<file path="config.mk">
export PLATFORM = sky130hd
export DESIGN_NAME = fetch_unit
export DESIGN_NICKNAME = d
export VERILOG_FILES = /design/src/rtl/fetch_pkg.sv /design/src/rtl/fetch_queue.sv /design/src/rtl/fetch_unit.sv
export SDC_FILE = /design/constraint.sdc
export NUM_CORES = 1
export LEC_CHECK = 0
export CORE_ASPECT_RATIO = 1.25
export CORE_UTILIZATION = 52
export DETAILED_ROUTE_END_ITERATION = 16
export GPL_TIMING_DRIVEN = 0
export PLACE_DENSITY = 0.93
export SLEW_MARGIN = 30
export SYNTH_ARGS = -nofsm -noshare
export SYNTH_HDL_FRONTEND = slang
export SYNTH_SLANG_ARGS = --single-unit
</file>
<file path="constraint.sdc">
create_clock -name clk -period 20.4 [get_ports clk]
set_input_delay 6.12 -clock clk [delete_from_list [all_inputs] [get_ports clk]]
set_output_delay 6.12 -clock clk [all_outputs]
set_load 0.01 [all_outputs]
</file>
<file path="src/rtl/fetch_pkg.sv">
// Shared types and widths for the instruction fetch stage.
package fetch_pkg;

    localparam int unsigned PC_W        = 32;
    localparam int unsigned INSTR_W     = 9;
    localparam int unsigned IMEM_AW     = 12;
    localparam int unsigned QUEUE_DEPTH = 2;
    localparam int unsigned OCC_W       = 2;          // holds 0..QUEUE_DEPTH
    localparam int unsigned CNT_W       = OCC_W + 1;  // occ + inflight - pop without overflow

    typedef enum logic {
        RUN    = 1'b0,
        HALTED = 1'b1
    } fetch_state_t;

    typedef struct packed {
        logic [PC_W-1:0]    pc;
        logic [INSTR_W-1:0] instr;
    } fetch_entry_t;

endpackage

</file>
<file path="src/rtl/fetch_queue.sv">
// Two-entry FIFO of fetched {pc, instr} pairs toward decode.
//   clk, reset  : clock, asynchronous active-high reset
//   push        : write push_entry at the tail
//   pop         : remove the head (ignored when empty)
//   flush       : empty the queue; overrides push and pop
//   head        : entry at the head register
//   occ         : number of valid entries (0..2)
module fetch_queue
    import fetch_pkg::*;
(
    input  logic             clk,
    input  logic             reset,
    input  logic             push,
    input  fetch_entry_t     push_entry,
    input  logic             pop,
    input  logic             flush,
    output fetch_entry_t     head,
    output logic [OCC_W-1:0] occ
);

    fetch_entry_t     head_q, head_d;
    fetch_entry_t     tail_q, tail_d;
    logic [OCC_W-1:0] occ_q, occ_d;
    logic             do_pop;

    // Next-state: the head always holds the oldest entry, the tail the second.
    always_comb begin
        head_d = head_q;
        tail_d = tail_q;
        occ_d  = occ_q;
        do_pop = pop && (occ_q != '0);
        if (flush) begin
            occ_d = '0;
        end else if (push && do_pop) begin
            if (occ_q == OCC_W'(2)) begin
                head_d = tail_q;
                tail_d = push_entry;
            end else begin
                head_d = push_entry;
            end
        end else if (do_pop) begin
            head_d = tail_q;
            occ_d  = occ_q - OCC_W'(1);
        end else if (push) begin
            if (occ_q == '0) begin
                head_d = push_entry;
            end else begin
                tail_d = push_entry;
            end
            occ_d = occ_q + OCC_W'(1);
        end
    end

    always_ff @(posedge clk or posedge reset) begin
        if (reset) begin
            head_q <= '0;
            tail_q <= '0;
            occ_q  <= '0;
        end else begin
            head_q <= head_d;
            tail_q <= tail_d;
            occ_q  <= occ_d;
        end
    end

    assign head = head_q;
    assign occ  = occ_q;

    // The issue rule upstream must keep the queue from ever overfilling.
    occ_in_range: assert property (@(posedge clk) disable iff (reset)
        occ_q <= OCC_W'(QUEUE_DEPTH));

endmodule

</file>
<file path="src/rtl/fetch_unit.sv">
// Instruction fetch stage: issues reads to a synchronous imem, returns next_pc
// to the external PC register, buffers responses toward decode, and handles
// redirects and halt.
//   clk, reset                         : clock, asynchronous active-high reset
//   pc_in / next_pc                    : PC register output / input
//   imem_rd_en, imem_addr, imem_rdata  : instruction memory read port (1-cycle latency)
//   redirect_valid, redirect_pc        : taken branch/jump from execute
//   halt_req                           : halt request from decode
//   out_valid, out_ready, out_instr, out_pc : decode handshake
//   done                               : fetch halted, sticky until reset
module fetch_unit
    import fetch_pkg::*;
(
    input  logic               clk,
    input  logic               reset,
    input  logic [PC_W-1:0]    pc_in,
    output logic [PC_W-1:0]    next_pc,
    output logic               imem_rd_en,
    output logic [IMEM_AW-1:0] imem_addr,
    input  logic [INSTR_W-1:0] imem_rdata,
    input  logic               redirect_valid,
    input  logic [PC_W-1:0]    redirect_pc,
    input  logic               halt_req,
    output logic               out_valid,
    input  logic               out_ready,
    output logic [INSTR_W-1:0] out_instr,
    output logic [PC_W-1:0]    out_pc,
    output logic               done
);

    fetch_state_t     state_q, state_d;
    logic             inflight_q, inflight_d;
    logic             epoch_q, epoch_d;
    logic             tag_q, tag_d;
    logic [PC_W-1:0]  pend_pc_q, pend_pc_d;
    logic             done_q, done_d;

    logic             run, pop, oob, halt_ev, redirect_ev, flush, issue, push;
    logic [CNT_W-1:0] pending;
    logic [OCC_W-1:0] occ;
    fetch_entry_t     head, push_entry;

    // Issue/flush decisions, next-state and PC steering.
    always_comb begin
        state_d    = state_q;
        inflight_d = 1'b0;
        epoch_d    = epoch_q;
        tag_d      = tag_q;
        pend_pc_d  = pend_pc_q;
        done_d     = done_q;
        next_pc    = pc_in;
        imem_rd_en = 1'b0;

        run         = (state_q == RUN);
        pop         = out_valid && out_ready;
        oob         = (pc_in[PC_W-1:IMEM_AW] != '0);
        halt_ev     = run && (halt_req || oob);
        redirect_ev = run && redirect_valid && !halt_ev;
        flush       = halt_ev || redirect_ev;
        // Slots already claimed after this cycle's pop: queued plus in flight.
        pending     = CNT_W'(occ) + CNT_W'(inflight_q) - CNT_W'(pop);
        issue       = run && !redirect_valid && !halt_req && !oob
                      && (pending < CNT_W'(QUEUE_DEPTH));
        // Responses from an older epoch, or landing during a flush, are dropped.
        push        = inflight_q && (tag_q == epoch_q) && !flush;

        if (halt_ev) begin
            state_d = HALTED;
            done_d  = 1'b1;
        end
        if (flush) begin
            epoch_d = !epoch_q;
        end
        if (redirect_ev) begin
            next_pc = redirect_pc;
        end else if (issue) begin
            next_pc    = pc_in + PC_W'(1);
            imem_rd_en = 1'b1;
            inflight_d = 1'b1;
            tag_d      = epoch_q;
            pend_pc_d  = pc_in;
        end

        if (reset) begin
            next_pc    = '0;
            imem_rd_en = 1'b0;
        end
    end

    always_ff @(posedge clk or posedge reset) begin
        if (reset) begin
            state_q    <= RUN;
            inflight_q <= 1'b0;
            epoch_q    <= 1'b0;
            tag_q      <= 1'b0;
            pend_pc_q  <= '0;
            done_q     <= 1'b0;
        end else begin
            state_q    <= state_d;
            inflight_q <= inflight_d;
            epoch_q    <= epoch_d;
            tag_q      <= tag_d;
            pend_pc_q  <= pend_pc_d;
            done_q     <= done_d;
        end
    end

    assign push_entry = '{pc: pend_pc_q, instr: imem_rdata};

    fetch_queue u_queue (
        .clk        (clk),
        .reset      (reset),
        .push       (push),
        .push_entry (push_entry),
        .pop        (pop),
        .flush      (flush),
        .head       (head),
        .occ        (occ)
    );

    assign imem_addr = pc_in[IMEM_AW-1:0];
    assign out_valid = (occ != '0);
    assign out_instr = head.instr;
    assign out_pc    = head.pc;
    assign done      = done_q;

endmodule

</file>
==> results by group <==
Floorplanning
  – Die width: 96.2 um
  – Die ar.: 11500 um^2
  – Row count: 42
  – Die H: 120 um
  – Ports: about 170
  – Core area: ~11000 um^2
  – Starting Density: a little over half

Final layout
  – Fin area: 8170 um^2
  – Share of post-route cells with drive strength above 1: 10.9%
  – Synth-to-Final Area Change: 41.7%
  – Fin nets: just under 800
  – Ant. Diodes: 0

Global routing
  – GRT overflow: 0
  – Initial antenna violation count: 0
  – Vias in the first global route: between 5000 and 6000
  – First-pass GRT wire length: 26.1 mm
  – Total GRT Usage: a little under a third
  – Largest net degree at the start of global routing: 65

STA
  – Least-Margin Pin Slew: ~0.89 ns
  – Unrepaired setup endpoints after global routing: no
  – Setup TNS: 0 ns
  – Final worst path period need: 16.30 ns
  – Final worst setup slack: approximately 4.1 ns
  – Count of final setup violators: 0
  – Worst Clk Skew: approximately 0.0057 ns
  – Final hold violations: 0
  – Max_slew headroom: 40.5%
  – Tcrit/Tclk final: 79.9%
  – Slew Viols, Final: 0
  – Fmax achieved: 0.0613 GHz

Detailed routing
  – DRC Markers: 0
  – Drt first-iter violations: 273
  – Drt pass-1 iters: 7
  – Via density: between 5 and 6
  – Routed WL per cell: 19.7 um
  – Final antenna-violating net count: 0
  – Vias: 4945
  – Post-Route WL: approximately 17 mm

Worst setup path
  – WP data arrival: slightly above 10 ns
  – R2r setup slk: between 15 and 20 ns
  – Element type at the critical path end: primary output
  – Critical path class: in2out
  – Critical Path RT: 14.28 ns
  – Worst reg2reg path depth: 10
  – Maximum net fanout on the critical path: 8
  – R2R Path Start: u_queue.occ[0]$_DFFE_PP0P_
  – Reg-to-reg endpoint: pend_pc_q[4]$_DFFE_PP0P_
  – Critical path startpoint category: primary input
  – Critical Path End: next_pc[11]
  – CP startpoint: out_ready

Power and ir drop
  – Pleak: 3.59 nW
  – NetSw: 0.183 mW
  – Total power: 0.676 mW
  – Maximum VDD drop: 0.0786 mV
  – Combinational Power Share: 19.8%
  – Clock network power share: between 40% and 50%
  – Switching share of power: between 20% and 30%
  – Reg power frac: between 30 and 40%
  – Pwr dens: 82.8 nW/um^2
  – Int Pwr: ~0.49 mW

Placement
  – Post-DP HPWL: 11.7 mm
  – Worst Setup Slack post-DPL: 4.16 ns
  – Input/output buffers: 163
  – Placer Congestion: between 0.8 and 0.9
  – Placed Area: 7590 um^2

Clock network
  – CTS Buf Count: 17
  – Clock root cell: clkbuf_16
  – CTS Buffer Depth: 2
  – H-tree depth: 4
  – CTS tree: yes
  – Post_cts resized: 0
  – Hold_buf cts: 0
  – Post-CTS setup buffers: 0
  – Clock sinks: between 100 and 150
  – Skew-Pair Late Insertion Delay: 0.41 ns
  – Clock-pin slew on the worst setup and hold paths: approximately 0.06 ns

Logic synthesis
  – Commonest cells in the netlist: dfrtp_1, o21ai_0, mux2i_1
  – Synth area leaders: dfrtp_1, mux2_1, o21ai_0
  – Syn Nets: 603
  – Flops & latches, synth: 120
  – Synth warn: 0
  – Yosys top cell by area: dfrtp_1
  – Post-synth EDFFs: 0
  – Mapped Avg Cell Area: ~11 um^2
  – Sequential element share of the synthesized area: 52.1%
  – Synth Flop Type: dfrtp_1
  – Count leader, synth: dfrtp_1
  – Top cell type's share of synthesized area: 52.1%
  – Post-synthesis cell type count: 45
  – Gate Count Post-Synth: 522
  – Post-synth ARST share: 100%
  – Synthesized area: 5760 um^2

Flow run
  – Max-Cap Viols: 0

Run status
  – Status: complete, no violations

Min path
  – Hold Crit Class: reg2reg
## placed cells by master, fill, tap and decap left out, types with 2 or more instances in the layout
master           instances
a211oi_1                 4
clkinvlp_4               3
buf_4                   12
a21oi_1                 30
dfrtp_1                120
nand3_1                  4
mux2i_1                 42
inv_1                    5
xnor2_1                  7
nor2_1                  36
a31oi_1                  3
clkinv_4                 2
o21ai_0                 87
nor4_1                   5
and3_1                   3
clkdlybuf4s50_1        163
nand4_1                  4
o21a_1                   3
clkbuf_1                24
buf_2                    6
clkbuf_16               17
buf_6                    4
o32ai_1                  3
ha_1                     2
bufinv_16                2
mux2_2                  14
nor2b_1                 22
clkinv_2                 6
nand2_1                 14
mux2_1                  40
nor3_1                   4
or4_1                    2
nor4_2                   4
## registers in the layout (all words and copies together) (netlist names)
signal	cells
u_queue.head	41
u_queue.tail_q	41
pend_pc_q	32
u_queue.occ	2
done	1
epoch_q	1
inflight_q	1
tag_q	1
## logic make-up after synthesis
logic type | count (synthesis) | synth area share, %
DFF | 120 | 52.1
adders and majority gates | 3 | 0.782
and+or+nand+nor | 105 | 9.79
buffers and inverters | 52 | 4.82
muxes | 96 | 17.9
xor gates and xnor gates | 8 | 1.22
AOI/OAI and AO/OA | 138 | 13.4
## power groups by stage
stage	registers, mW	logic [mW]	clock network [mW]
2_1_floorplan	0.263	0.0632	0
3_3_place_gp	0.260	0.129	0
3_5_place_dp	0.260	0.133	0
4_1_cts	0.256	0.134	0.288
5_1_grt	0.257	0.145	0.300
6_report	0.256	0.134	0.286
## cell type report
class | instances | area [um^2]
Clock buffer | 19 | 443
Buffer | 46 | 255
Sequential cell | 120 | 3000
Tap cell | 132 | 165
Multi-Input combinational cell | 350 | 2480
Timing Repair Buffer | 164 | 1660
Inverter | 6 | 30.0
Clock inverter | 13 | 130
Fill cell | 678 | 2500
## layer usage
layer,global-route usage [%],part of all wire [%]
met1,35.1,37
met2,52.0,51
met3,7.73,8.1
met4,15.2,3.6
met5,0,0
## worst min path at each step
stage	start	slack, ns	endpoint	cells past startpoint
finish	u_queue.tail_q[22]$_DFFE_PP0P_	0.48	u_queue.tail_q[22]$_DFFE_PP0P_	1
global route	u_queue.tail_q[4]$_DFFE_PP0P_	0.50	u_queue.tail_q[4]$_DFFE_PP0P_	1
CTS	u_queue.tail_q[14]$_DFFE_PP0P_	0.49	u_queue.tail_q[14]$_DFFE_PP0P_	1
detailed placement	u_queue.tail_q[22]$_DFFE_PP0P_	0.47	u_queue.tail_q[22]$_DFFE_PP0P_	1
global placement	u_queue.tail_q[28]$_DFFE_PP0P_	0.47	u_queue.tail_q[28]$_DFFE_PP0P_	1
floorplan	u_queue.tail_q[0]$_DFFE_PP0P_	0.46	u_queue.tail_q[0]$_DFFE_PP0P_	1
## metrics by stage
step / std cells / util [%] / hold slack (ns)
6_report: 850 / 76.6 / 0.484
5_1_grt: 850 / 76.6 / 0.500
4_1_cts: 850 / 76.6 / 0.486
3_5_place_dp: 818 / 71.2 / 0.475
3_3_place_gp: 817 / 70.9 / 0.466
2_1_floorplan: 522 / - / 0.458
## critical path, cell delays in order
cell and delay, ns:
clkdlybuf4s50_1 0.56, nor2b_1 0.33, ha_1 0.30, nand2b_1 0.16
fa_1 0.38, xnor2_1 0.54, nand3_1 0.41, or4_1 0.49
a311oi_1 0.27, clkdlybuf4s50_1 0.62
(Power assumes the default switching activity.)
